===== config.mk =====
export PLATFORM = sky130hd
export DESIGN_NAME = rb_arbiter_flat
export DESIGN_NICKNAME = d
export VERILOG_FILES = /design/src/rtl/rb_arbiter_if.sv /design/src/rtl/rb_arbiter.sv /design/src/flat_wrapper.sv
export SDC_FILE = /design/constraint.sdc
export NUM_CORES = 1
export LEC_CHECK = 0
export BUFFER_PORTS_ARGS = -buffer_cell sky130_fd_sc_hd__buf_2
export CAP_MARGIN = 20
export CORE_UTILIZATION = 26
export CTS_CLUSTER_SIZE = 20
export DETAILED_ROUTE_END_ITERATION = 8
export HOLD_SLACK_MARGIN = 0.08
export MAX_ROUTING_LAYER = met4
export PLACE_DENSITY = 0.56
export SETUP_SLACK_MARGIN = 0.3
export SYNTH_ARGS = -nofsm -noshare
export SYNTH_HDL_FRONTEND = slang
export SYNTH_SLANG_ARGS = --single-unit
export TNS_END_PERCENT = 20

===== constraint.sdc =====
create_clock -name clk -period 1.25 [get_ports clk]
set_input_delay 0.1875 -clock clk [delete_from_list [all_inputs] [get_ports clk]]
set_output_delay 0.1875 -clock clk [all_outputs]
set_load 0.03 [all_outputs]

===== src/rtl/rb_arbiter_if.sv =====
// Master-side request/acknowledge bundle for the two-master register-bank arbiter.
// The master modport is the requesting side; the slave modport is the arbiter.
interface rb_arbiter_if #(
    parameter int ADR_BITS = 8
);
    logic                m0_req;
    logic                m0_we;
    logic [ADR_BITS-1:0] m0_addr;
    logic [7:0]          m0_wdata;
    logic                m0_ack;
    logic [7:0]          m0_rdata;

    logic                m1_req;
    logic                m1_we;
    logic [ADR_BITS-1:0] m1_addr;
    logic [7:0]          m1_wdata;
    logic                m1_ack;
    logic [7:0]          m1_rdata;

    modport master (
        output m0_req, m0_we, m0_addr, m0_wdata,
        input  m0_ack, m0_rdata,
        output m1_req, m1_we, m1_addr, m1_wdata,
        input  m1_ack, m1_rdata
    );

    modport slave (
        input  m0_req, m0_we, m0_addr, m0_wdata,
        output m0_ack, m0_rdata,
        input  m1_req, m1_we, m1_addr, m1_wdata,
        output m1_ack, m1_rdata
    );
endinterface


===== src/rtl/rb_arbiter.sv =====
// Round-robin arbiter giving two masters single-beat access to a register bank.
// Every transaction is IDLE -> ACCESS -> CAPTURE -> ACK; all outputs are flops.
module rb_arbiter #(
    parameter int ADR_BITS = 8
) (
    input  logic                clk,
    input  logic                resetb,
    rb_arbiter_if.slave         mst,
    output logic [ADR_BITS-1:0] address,
    output logic [7:0]          data_write_in,
    input  logic [7:0]          data_read_out,
    output logic                reg_en,
    output logic                write_en,
    output logic                busy
);
    typedef enum logic [1:0] {
        IDLE    = 2'd0,
        ACCESS  = 2'd1,
        CAPTURE = 2'd2,
        ACK     = 2'd3
    } state_t;

    state_t              state_q, state_d;
    logic                owner_q, owner_d;
    logic                last_q, last_d;
    logic [ADR_BITS-1:0] addr_q, addr_d;
    logic [7:0]          wdata_q, wdata_d;
    logic                reg_en_q, reg_en_d;
    logic                write_en_q, write_en_d;
    logic                busy_q, busy_d;
    logic [1:0]          ack_q, ack_d;
    logic [7:0]          rdata_q [2];
    logic [7:0]          rdata_d [2];

    logic [1:0] req;
    logic       grant;

    assign req = {mst.m1_req, mst.m0_req};

    // On a tie the master not served last wins; otherwise the lone requester.
    assign grant = (req == 2'b11) ? ~last_q : req[1];

    always_comb begin
        state_d    = state_q;
        owner_d    = owner_q;
        last_d     = last_q;
        addr_d     = addr_q;
        wdata_d    = wdata_q;
        reg_en_d   = 1'b0;
        write_en_d = 1'b0;
        ack_d      = 2'b00;
        rdata_d    = rdata_q;

        case (state_q)
            IDLE: begin
                if (|req) begin
                    owner_d    = grant;
                    last_d     = grant;
                    addr_d     = grant ? mst.m1_addr  : mst.m0_addr;
                    wdata_d    = grant ? mst.m1_wdata : mst.m0_wdata;
                    write_en_d = grant ? mst.m1_we    : mst.m0_we;
                    reg_en_d   = 1'b1;
                    state_d    = ACCESS;
                end
            end
            ACCESS: begin
                state_d = CAPTURE;
            end
            CAPTURE: begin
                // Bank output now reflects the address presented during ACCESS,
                // which for a write is the value before the write landed.
                rdata_d[owner_q] = data_read_out;
                ack_d[owner_q]   = 1'b1;
                state_d          = ACK;
            end
            ACK: begin
                state_d = IDLE;
            end
            default: begin
                state_d = IDLE;
            end
        endcase

        busy_d = (state_d != IDLE);
    end

    always_ff @(posedge clk or negedge resetb) begin
        if (!resetb) begin
            state_q    <= IDLE;
            owner_q    <= 1'b0;
            last_q     <= 1'b1;
            addr_q     <= '0;
            wdata_q    <= 8'h00;
            reg_en_q   <= 1'b0;
            write_en_q <= 1'b0;
            busy_q     <= 1'b0;
            ack_q      <= 2'b00;
            rdata_q[0] <= 8'h00;
            rdata_q[1] <= 8'h00;
        end else begin
            state_q    <= state_d;
            owner_q    <= owner_d;
            last_q     <= last_d;
            addr_q     <= addr_d;
            wdata_q    <= wdata_d;
            reg_en_q   <= reg_en_d;
            write_en_q <= write_en_d;
            busy_q     <= busy_d;
            ack_q      <= ack_d;
            rdata_q[0] <= rdata_d[0];
            rdata_q[1] <= rdata_d[1];
        end
    end

    assign address       = addr_q;
    assign data_write_in = wdata_q;
    assign reg_en        = reg_en_q;
    assign write_en      = write_en_q;
    assign busy          = busy_q;
    assign mst.m0_ack    = ack_q[0];
    assign mst.m1_ack    = ack_q[1];
    assign mst.m0_rdata  = rdata_q[0];
    assign mst.m1_rdata  = rdata_q[1];
endmodule


===== src/flat_wrapper.sv =====
// flat-port wrapper written by rule: the top's interface ports become plain ports
module rb_arbiter_flat 
#(
    parameter int ADR_BITS = 8
)
  (clk, resetb, address, data_write_in, data_read_out, reg_en, write_en, busy, mst_m0_req, mst_m0_we, mst_m0_addr, mst_m0_wdata, mst_m0_ack, mst_m0_rdata, mst_m1_req, mst_m1_we, mst_m1_addr, mst_m1_wdata, mst_m1_ack, mst_m1_rdata);
  rb_arbiter_if #(.ADR_BITS(ADR_BITS)) mst_i ();
  input  logic clk;
  input  logic resetb;
  output logic [ADR_BITS-1:0] address;
  output logic [7:0] data_write_in;
  input  logic [7:0] data_read_out;
  output logic reg_en;
  output logic write_en;
  output logic busy;
  input wire logic [$bits(mst_i.m0_req)-1:0] mst_m0_req;
  input wire logic [$bits(mst_i.m0_we)-1:0] mst_m0_we;
  input wire logic [$bits(mst_i.m0_addr)-1:0] mst_m0_addr;
  input wire logic [$bits(mst_i.m0_wdata)-1:0] mst_m0_wdata;
  output wire logic [$bits(mst_i.m0_ack)-1:0] mst_m0_ack;
  output wire logic [$bits(mst_i.m0_rdata)-1:0] mst_m0_rdata;
  input wire logic [$bits(mst_i.m1_req)-1:0] mst_m1_req;
  input wire logic [$bits(mst_i.m1_we)-1:0] mst_m1_we;
  input wire logic [$bits(mst_i.m1_addr)-1:0] mst_m1_addr;
  input wire logic [$bits(mst_i.m1_wdata)-1:0] mst_m1_wdata;
  output wire logic [$bits(mst_i.m1_ack)-1:0] mst_m1_ack;
  output wire logic [$bits(mst_i.m1_rdata)-1:0] mst_m1_rdata;
  assign mst_i.m0_req = mst_m0_req;
  assign mst_i.m0_we = mst_m0_we;
  assign mst_i.m0_addr = mst_m0_addr;
  assign mst_i.m0_wdata = mst_m0_wdata;
  assign mst_m0_ack = mst_i.m0_ack;
  assign mst_m0_rdata = mst_i.m0_rdata;
  assign mst_i.m1_req = mst_m1_req;
  assign mst_i.m1_we = mst_m1_we;
  assign mst_i.m1_addr = mst_m1_addr;
  assign mst_i.m1_wdata = mst_m1_wdata;
  assign mst_m1_ack = mst_i.m1_ack;
  assign mst_m1_rdata = mst_i.m1_rdata;
  rb_arbiter #(.ADR_BITS(ADR_BITS)) u_core (.clk(clk), .resetb(resetb), .mst(mst_i), .address(address), .data_write_in(data_write_in), .data_read_out(data_read_out), .reg_en(reg_en), .write_en(write_en), .busy(busy));
endmodule

==> reports/qor.yml <==
floorplanning:
  rows: 29
  core_area_um2: 6350
  die_width_um: 83.1
  ioPinCount: 83
  dieArea_um2: 6900
  start_util_pct: 26.9
  die_y_um: 83.1
routing:
  vias: 1444
  first_iter_violations: 19
  routed_wl_um: 4250
  ant_nets: 0
  via_per_inst: 4.46
  wl_per_cell_um: 13.1
  drc_errors: 0
  firstDrtPassIters: 2
sta:
  slew_violations: 0
  setup_viol: 5
  fin_hold_ws_ns: 0.122
  slew_headroom_pct: 79.4
  timing.fmax_mhz: 794
  fin_worst_skew_ns: 0.00592
  worst_slew_pin_slew_ns: 0.309
  hold_violations: 0
  rsz0062_at_grt: "yes"
  fin_crit_sh_pct: 101
  setup_ws_ns: -0.0102
  setup_tns_ns: -0.0266
  fin_crit_ns: 1.26
setup_path:
  r2r_slack_ns: -0.01
  critPathKind: "flop to flop"
  cp_slowest_cell: "dfrtp_1"
  r2r_cells: 6
  regToRegStartpoint: "u_core.state_q[0]"
  path_cells: "inv_2 > ha_4 > o21ai_4 > buf_12 > a21oi_1 > a21oi_2"
  crit_start: "u_core.state_q[0]"
  max_stage_delay_ns: 0.39
  worstReg2RegEnd: "u_core.data_write_in[7]"
  cp.arrival_ns: 1.43
  crit_path_end_kind: "flop"
  critPathLaunchType: "flop"
  cp-endpoint: "u_core.data_write_in[7]"
  cp.required_ns: 1.42
  cp_max_fo: 6
layout:
  drive_gt1_share_pct: 67.2
  final_cell_mix: "buf_2 (47), dfrtp_1 (40), buf_6 (33)"
  multi_input_area_um2: 823
  nFillCells: 601
  syn2layout_area_growth_pct: 70.6
  final_nets: 295
  mostFrequentLayoutCell: "buf_2"
  design_area_um2: 2920
  diodes: 0
  final-seq-area_um2: 1030
  post-route-util_pct: 45.9
global_route:
  grt_max_degree: 25
  grt_pass1_vias: 1406
  overflow: 0
  antenna_found_initial: 0
  grt_pass1_wl_um: 6490
  grt_use_total_pct: 12.0
logic_synthesis:
  synth.distinct_cells: 21
  yosysTopAreaCell: "dfrtp_1"
  ys_warn_count: 0
  ys_seq_area_share_pct: 60.1
  yosys.area.top_type_share_pct: 58.6
  ys_ff_latch: 41
  syn_nets: 199
  netlist_area_um2: 1710
  avgSynthCellArea_um2: 11.4
  syn_inst: 150
  yosys-top-cells-area: "dfrtp_1 (59%), mux2_2 (11%), a21oi_1 (10%)"
clock_network:
  h-tree-depth: 2
  clock_sinks: 41
  clock_path_buffers: 2
  clkTransAtPathRegs_ns: 0.08
  clk_latency_ns: 0.28
  cts_tree: "built"
  cts_root_buf: "clkbuf_8"
  cts_made_buffers: 5
placed_design:
  place.gp.congestion: 0.714
  portBuffers: 82
  dp.final_hpwl_um: 2820
  placed_cell_area_um2: 2320
power_and_ir_drop:
  power_density_nw_per_um2: 2950
  total_power_w: 0.00859
  leakagePower_nw: 1.35
  ir_drop_uv: 1780
job:
  cap_violations: 0
run_status:
  status: "finished, violations left"
  failed_checks: "negative setup slack"
hold_path:
  hp-start: "mst_m0_wdata[1]"
  hold_class: "input port to flop"
[per-stage QoR]
step                      worst slack, ns  instances
final                             -0.0102        324
after global routing              -0.0725        324
after CTS                         -0.0126        321
after detailed placement          -0.0398        311
after global placement           -0.00960        311
after floorplan                    0.0439        150
[synthesized netlist by cell type]
cell type and count:
a21bo_1 1, a21boi_4 1, a21oi_1 34, a21oi_2 1, a22o_1 1, a31oi_1 1, buf_2 1, buf_4 2
buf_6 3, dfrtp_1 40, dfstp_2 1, ha_1 3, inv_1 4, inv_2 1, mux2_2 16, nand2_1 19
nand2b_1 1, nor2_1 17, nor3_1 1, o21ai_4 1, or2_2 1
[final cells by class]
| type | count | area share (%) |
|---|---|---|
| Clock buffer | 5 | 2.36 |
| Clock inverter | 3 | 1.59 |
| Tap cell | 77 | 3.30 |
| Inverter | 5 | 0.730 |
| Timing Repair Buffer | 95 | 28.5 |
| Multi-Input combinational cell | 98 | 28.2 |
| Sequential cell | 41 | 35.2 |
[sequential cells by signal, indices dropped and copies added, names as in the netlist, 2 cells and up]
| signal | flops |
|---|---|
| u_core.address | 8 |
| u_core.mst.m0_rdata | 8 |
| u_core.state_q | 2 |
| u_core.mst.m1_rdata | 8 |
| u_core.ack_q | 2 |
| u_core.data_write_in | 8 |
[where the power goes]
part	total [W]	switching, W	leakage, nW	internal, W
clock	0.00106	0.000464	0.0543	0.000598
sequential	0.00258	0.000575	0.475	0.00201
combinational	0.00495	0.00253	0.817	0.00241
[metal layers]
metal | share of wire (%) | routed length [µm] | vias to the layer above | global-route usage (%)
met5 | 0 | 0 | - | -
met4 | 0.45 | 19 | 0 | 2.82
met3 | 4.3 | 183 | 2 | 2.88
met2 | 49 | 2070 | 42 | 20.0
met1 | 47 | 1980 | 699 | 14.8
li1 | - | - | 701 | -
[repair_timing]
item,CTS,global route
setup endpoints to repair,76,77
cloned,0,2
hold endpoints to repair,40,0
hold buffers,1,0
setup buffers,1,1
pin swaps,6,1
resized for setup,74,43
[how the worst min path moves through the flow]
stage | end | depth (start not counted)
2_1_floorplan | u_core.ack_q[0] | 0
3_3_place_gp | u_core.address[2] | 2
3_5_place_dp | u_core.address[2] | 2
4_1_cts | u_core.data_write_in[1] | 3
5_1_grt | u_core.data_write_in[2] | 3
6_report | u_core.data_write_in[1] | 3
[critical path, delay by kind of cell (launching register included)]
kind / cells / cell delay (ns)
AOI/OAI and AO/OA: 3 / 0.34
adders and majority gates: 1 / 0.16
buffers and inverters: 2 / 0.26
DFF: 1 / 0.39
[cell families after synthesis]
logic type | after synthesis | synth area share, %
AOI/OAI and AO/OA | 40 | 14.0
adders and majority gates | 3 | 2.20
buffers and inverters | 11 | 4.24
DFF | 41 | 60.1
muxes | 16 | 10.5
and+or+nand+nor | 39 | 8.93
Power figures use the tool's default switching activity.
